[src/rtl/fp_conv_pkg.sv]
// Shared constants and types for the 8-bit FP code {S, E[2:0], F[3:0]}
// and its 12-bit two's-complement linear form.
package fp_conv_pkg;

  localparam int FP_EXP_W = 3;
  localparam int FP_SIG_W = 4;
  localparam int LIN_W    = 12;
  localparam int MAG_W    = 11;

  localparam int FP_SIGN_POS = 7;
  localparam int FP_EXP_MSB  = 6;
  localparam int FP_EXP_LSB  = 4;
  localparam int FP_SIG_MSB  = 3;
  localparam int FP_SIG_LSB  = 0;

  typedef enum logic [1:0] {
    IDLE  = 2'd0,
    SHIFT = 2'd1,
    DONE  = 2'd2
  } state_t;

endpackage

[src/rtl/fp_decoder_if.sv]
// Valid/ready bus between an FP code producer, the decoder and the
// consumer of the linear result.
interface fp_decoder_if;
  import fp_conv_pkg::*;

  logic             in_valid;
  logic             in_ready;
  logic [7:0]       in_fp;
  logic             out_valid;
  logic             out_ready;
  logic [LIN_W-1:0] out_data;

  modport master (
    output in_valid, in_fp, out_ready,
    input  in_ready, out_valid, out_data
  );

  modport slave (
    input  in_valid, in_fp, out_ready,
    output in_ready, out_valid, out_data
  );

endinterface

[src/rtl/fp_dec_shifter.sv]
// Magnitude/count registers for the one-bit-per-cycle left shift.
// FP_DECODER_MIDPOINT_EN: the first shift of an E>0 code brings in a 1.
module fp_dec_shifter
  import fp_conv_pkg::*;
(
  input  logic                clk,
  input  logic                rst,
  input  logic                load,
  input  logic                shift_en,
  input  logic [FP_EXP_W-1:0] exp_in,
  input  logic [FP_SIG_W-1:0] sig_in,
  output logic [MAG_W-1:0]    mag,
  output logic                done
);

  logic [MAG_W-1:0]    mag_reg;
  logic [FP_EXP_W-1:0] cnt_reg;
  logic [MAG_W-1:0]    shifted;
  logic                shift_in;

`ifdef FP_DECODER_MIDPOINT_EN
  // Shifting a 1 in first gives (F<<E) + (1<<(E-1)) with the same cycle count.
  logic first_reg;

  always_ff @(posedge clk) begin
    if (rst) begin
      first_reg <= 1'b0;
    end else if (load) begin
      first_reg <= (exp_in != '0);
    end else if (shift_en && cnt_reg != '0) begin
      first_reg <= 1'b0;
    end
  end

  assign shift_in = first_reg;
`else
  assign shift_in = 1'b0;
`endif

  assign shifted[0] = shift_in;
  for (genvar gi = 1; gi < MAG_W; gi++) begin : g_shl
    assign shifted[gi] = mag_reg[gi-1];
  end

  always_ff @(posedge clk) begin
    if (rst) begin
      mag_reg <= '0;
      cnt_reg <= '0;
    end else if (load) begin
      mag_reg <= {{(MAG_W-FP_SIG_W){1'b0}}, sig_in};
      cnt_reg <= exp_in;
    end else if (shift_en && cnt_reg != '0) begin
      mag_reg <= shifted;
      cnt_reg <= cnt_reg - 1'b1;
    end
  end

  assign mag  = mag_reg;
  assign done = (cnt_reg == '0);

endmodule

[src/rtl/fp_decoder.sv]
// Iterative FP-code to 12-bit two's-complement decoder with valid/ready on
// both sides. Build option FP_DECODER_MIDPOINT_EN selects midpoint rebuild.
module fp_decoder
  import fp_conv_pkg::*;
(
  input logic         clk,
  input logic         rst,
  fp_decoder_if.slave bus
);

  state_t           state_reg, state_next;
  logic             sign_reg;
  logic [LIN_W-1:0] out_data_reg;
  logic             load;
  logic             shift_en;
  logic [MAG_W-1:0] mag;
  logic             done;
  logic [LIN_W-1:0] mag_ext;

  fp_dec_shifter u_shifter (
    .clk      (clk),
    .rst      (rst),
    .load     (load),
    .shift_en (shift_en),
    .exp_in   (bus.in_fp[FP_EXP_MSB:FP_EXP_LSB]),
    .sig_in   (bus.in_fp[FP_SIG_MSB:FP_SIG_LSB]),
    .mag      (mag),
    .done     (done)
  );

  always_ff @(posedge clk) begin
    if (rst) begin
      state_reg <= IDLE;
    end else begin
      state_reg <= state_next;
    end
  end

  always_comb begin
    state_next = state_reg;
    load       = 1'b0;
    shift_en   = 1'b0;
    unique case (state_reg)
      IDLE: begin
        if (bus.in_valid) begin
          load       = 1'b1;
          state_next = SHIFT;
        end
      end
      SHIFT: begin
        shift_en = 1'b1;
        if (done) begin
          state_next = DONE;
        end
      end
      DONE: begin
        if (bus.out_ready) begin
          state_next = IDLE;
        end
      end
      default: state_next = IDLE;
    endcase
  end

  assign mag_ext = {1'b0, mag};

  // Result register only moves on SHIFT->DONE; it holds across IDLE.
  always_ff @(posedge clk) begin
    if (rst) begin
      sign_reg     <= 1'b0;
      out_data_reg <= '0;
    end else begin
      if (load) begin
        sign_reg <= bus.in_fp[FP_SIGN_POS];
      end
      if (state_reg == SHIFT && done) begin
        out_data_reg <= sign_reg ? -mag_ext : mag_ext;
      end
    end
  end

  assign bus.in_ready  = (state_reg == IDLE);
  assign bus.out_valid = (state_reg == DONE);
  assign bus.out_data  = out_data_reg;

endmodule

[src/flat_wrapper.sv]
// flat-port wrapper written by rule: the top's interface ports become plain ports
module fp_decoder_flat import fp_conv_pkg::*;
  (clk, rst, bus_in_valid, bus_in_fp, bus_out_ready, bus_in_ready, bus_out_valid, bus_out_data);
  fp_decoder_if bus_i ();
  input logic clk;
  input logic rst;
  input wire logic [$bits(bus_i.in_valid)-1:0] bus_in_valid;
  input wire logic [$bits(bus_i.in_fp)-1:0] bus_in_fp;
  input wire logic [$bits(bus_i.out_ready)-1:0] bus_out_ready;
  output wire logic [$bits(bus_i.in_ready)-1:0] bus_in_ready;
  output wire logic [$bits(bus_i.out_valid)-1:0] bus_out_valid;
  output wire logic [$bits(bus_i.out_data)-1:0] bus_out_data;
  assign bus_i.in_valid = bus_in_valid;
  assign bus_i.in_fp = bus_in_fp;
  assign bus_i.out_ready = bus_out_ready;
  assign bus_in_ready = bus_i.in_ready;
  assign bus_out_valid = bus_i.out_valid;
  assign bus_out_data = bus_i.out_data;
  fp_decoder u_core (.clk(clk), .rst(rst), .bus(bus_i));
endmodule
[config.mk]
export PLATFORM = sky130hd
export DESIGN_NAME = fp_decoder_flat
export DESIGN_NICKNAME = d
export VERILOG_FILES = /design/src/rtl/fp_conv_pkg.sv /design/src/rtl/fp_decoder_if.sv /design/src/rtl/fp_dec_shifter.sv /design/src/rtl/fp_decoder.sv /design/src/flat_wrapper.sv
export SDC_FILE = /design/constraint.sdc
export NUM_CORES = 1
export LEC_CHECK = 0
export ABC_AREA = 1
export ABC_CLOCK_PERIOD_IN_PS = 3900
export BUFFER_PORTS_ARGS = -buffer_cell sky130_fd_sc_hd__buf_4
export CORE_ASPECT_RATIO = 0.5
export CORE_MARGIN = 2
export CORE_UTILIZATION = 55
export CTS_CLUSTER_SIZE = 20
export DETAILED_ROUTE_END_ITERATION = 16
export PLACE_DENSITY = 0.8
export SYNTH_ARGS = -nofsm -noshare
export SYNTH_HDL_FRONTEND = slang
export SYNTH_SLANG_ARGS = --single-unit
[constraint.sdc]
create_clock -name clk -period 3.9 [get_ports clk]
set_input_delay 0.195 -clock clk [delete_from_list [all_inputs] [get_ports clk]]
set_output_delay 0.195 -clock clk [all_outputs]
set_load 0.01 [all_outputs]
==> run metrics <==
Lkg Pwr 0.8185 nW; TritonCTS buffer count 5; drt total wl 3061 um; critical path type reg -> reg; Chip Width 76.37 um; Worst Skew 0.005103 ns; largest cells by area after synthesis dfxtp_1, nand2_1, nor2_1; fin crit period 1.733 ns; Max FO, Critical Path 23; Req. time, crit path 4.07 ns; Max Slew Vio Count 0; WP data arrival 1.91 ns; Pwr Total 844.9 uW; drt first pass iters 4; row count 13; final std cells w/o fill 268; Placement Setup Slack 2.185 ns; Final GP Congestion 0.9291; Avg WL per Cell 11.42 um; FMAX 577.2 MHz; setup bufs post-CTS 0; n_diodes 0; Yosys Warn Count 0; Slew HR 50.51%; Syn Area/Cell 7.059 sq um; Mapped Area 1440 sq um; Synth cell types 24; PnR worst setup slack 2.167 ns; grt ovf 0; CTS Buffer Depth 2; post-DP HPWL 2180 um; DRC viols 0; MaxCap Viol Count 0; hold_buf cts 0; layout cells sized above 1 17.75%; syn nets 219; area grow syn2layout 19.98%; setup_tns 0 ns; largest net degree at the start of global routing 24; IO Port Bufs 25; Finished Cell Area 1728 sq um; GRT Total Usage 22.03%; commonest non-fill, non-tap cell in the layout nand2_1; Final Setup Violations 0; vias in the first global route 1,151; placed cells 260; H-tree Lvls 2; CTS Root Cell clkbuf_8; initial antenna violation count 0; kind of start point of the critical path flip-flop; IO Pins 26; Yosys reg bits 29; DR vias/cell 5.205; post-route ant nets 0; crit end category flip-flop; post-cts sizing count 0; worst slew pin tran 0.7400 ns; Clock transition at path regs 0.06 ns; dominant cell type by area after synthesis dfxtp_1; Max VDD drop 0.2839 mV; Worst Hold Slack 0.1664 ns; worst path buffer plus inverter count 2; sequential fraction of the synthesis area 40.31%; status finished, final reports clean; critical-path cell list inv_1, ha_1, nand2_1, nor3_4, inv_1, a21oi_1, a21oi_1; CP top delay family simple AND/OR/NAND/NOR gates; DRT iter0 DRCs 87; Placed Area 1627 sq um; Initial Util 56.76%; Clock Sinks 29; pwr/cell area 488.9 nW/um^2; RSZ-0062 raised after global routing false; Largest register FFs 12; core area 2537 sq um; most frequent cells in the layout nand2_1, nor2_1, dfxtp_1; Total Nets Final 245; final core occ 68.10%; Die H 40.19 um; vias 1,395; cells after synthesis 204; top-area cell type share of the netlist area 40.31%; CP max stage cell nor3_4; CP peak stage delay 0.59 ns; final period utilization 44.42%; full die area 3069 sq um; CTS tree yes; first-pass GRT wire length 4995 um; Clock Latency Late Sink 0.28 ns; final hold violation count 0; Hold Path Class in -> reg
## final timing paths
kind	from	to	slack [ns]	cells past startpoint
max	u_core.u_shifter.cnt_reg[0]$_SDFFE_PP0P_	u_core.bus.out_data[11]$_SDFFE_PP0P_	2.17	7
min	bus_in_fp[7]	u_core.sign_reg$_SDFFE_PP0P_	0.17	3
max reg2reg	u_core.u_shifter.cnt_reg[0]$_SDFFE_PP0P_	u_core.bus.out_data[11]$_SDFFE_PP0P_	2.17	7
min reg2reg	u_core.u_shifter.mag[0]$_SDFFE_PP0P_	u_core.u_shifter.mag[0]$_SDFFE_PP0P_	0.51	2
## kinds of logic (layout without fill, tap and decap cells)
family          Yosys count  after routing  share of synthesized area (%)
simple gates             93             93                          28.15
compound gates           42             42                          16.16
fa+ha+maj                 3              3                          2.607
buf+inv                  33             60                          10.34
xor+xnor                  4              4                          2.432
flops                    29             29                          40.31
## cell usage after synthesis
library cell  number
nor3_4             1
o21ai_0           16
buf_2              2
or2_1              1
nand3_1           11
a21oi_1           14
dfxtp_1           29
nand2_4            2
nand4_1            1
nor2_2             2
o21ai_1            2
nand2_1           40
inv_1             26
buf_6              3
or2_2              1
nor2_1            33
a211oi_1           7
inv_2              1
clkbuf_1           1
a31oi_1            2
ha_1               3
xor2_1             4
nand2_2            1
o211ai_1           1
## power by group
part | switching (mW) | internal, mW | total, mW
clock network | 0.115 | 0.159 | 0.274
logic | 0.123 | 0.0869 | 0.209
registers | 0.0311 | 0.330 | 0.361
## metal layers
metal,wire length (um),global-route usage [%]
met4,63,15.91
met5,0,0
met1,1486,27.07
met3,191,5.856
met2,1319,35.62
## tightest hold or removal path, stage by stage
cell and delay (ns):
buf_4 0.07, o21ai_0 0.07, nor2_1 0.08
## area by class of cell
cell class / instances / area (sq um)
clock buffer: 7 / 96.34
clock inverter: 1 / 5.005
fill: 230 / 809.5
inverter: 27 / 101.3
multi-input combinational: 142 / 710.7
sequential: 29 / 580.6
tap: 37 / 46.29
timing repair buffer: 25 / 187.7
Note: power is estimated with default switching activity, not from simulation.
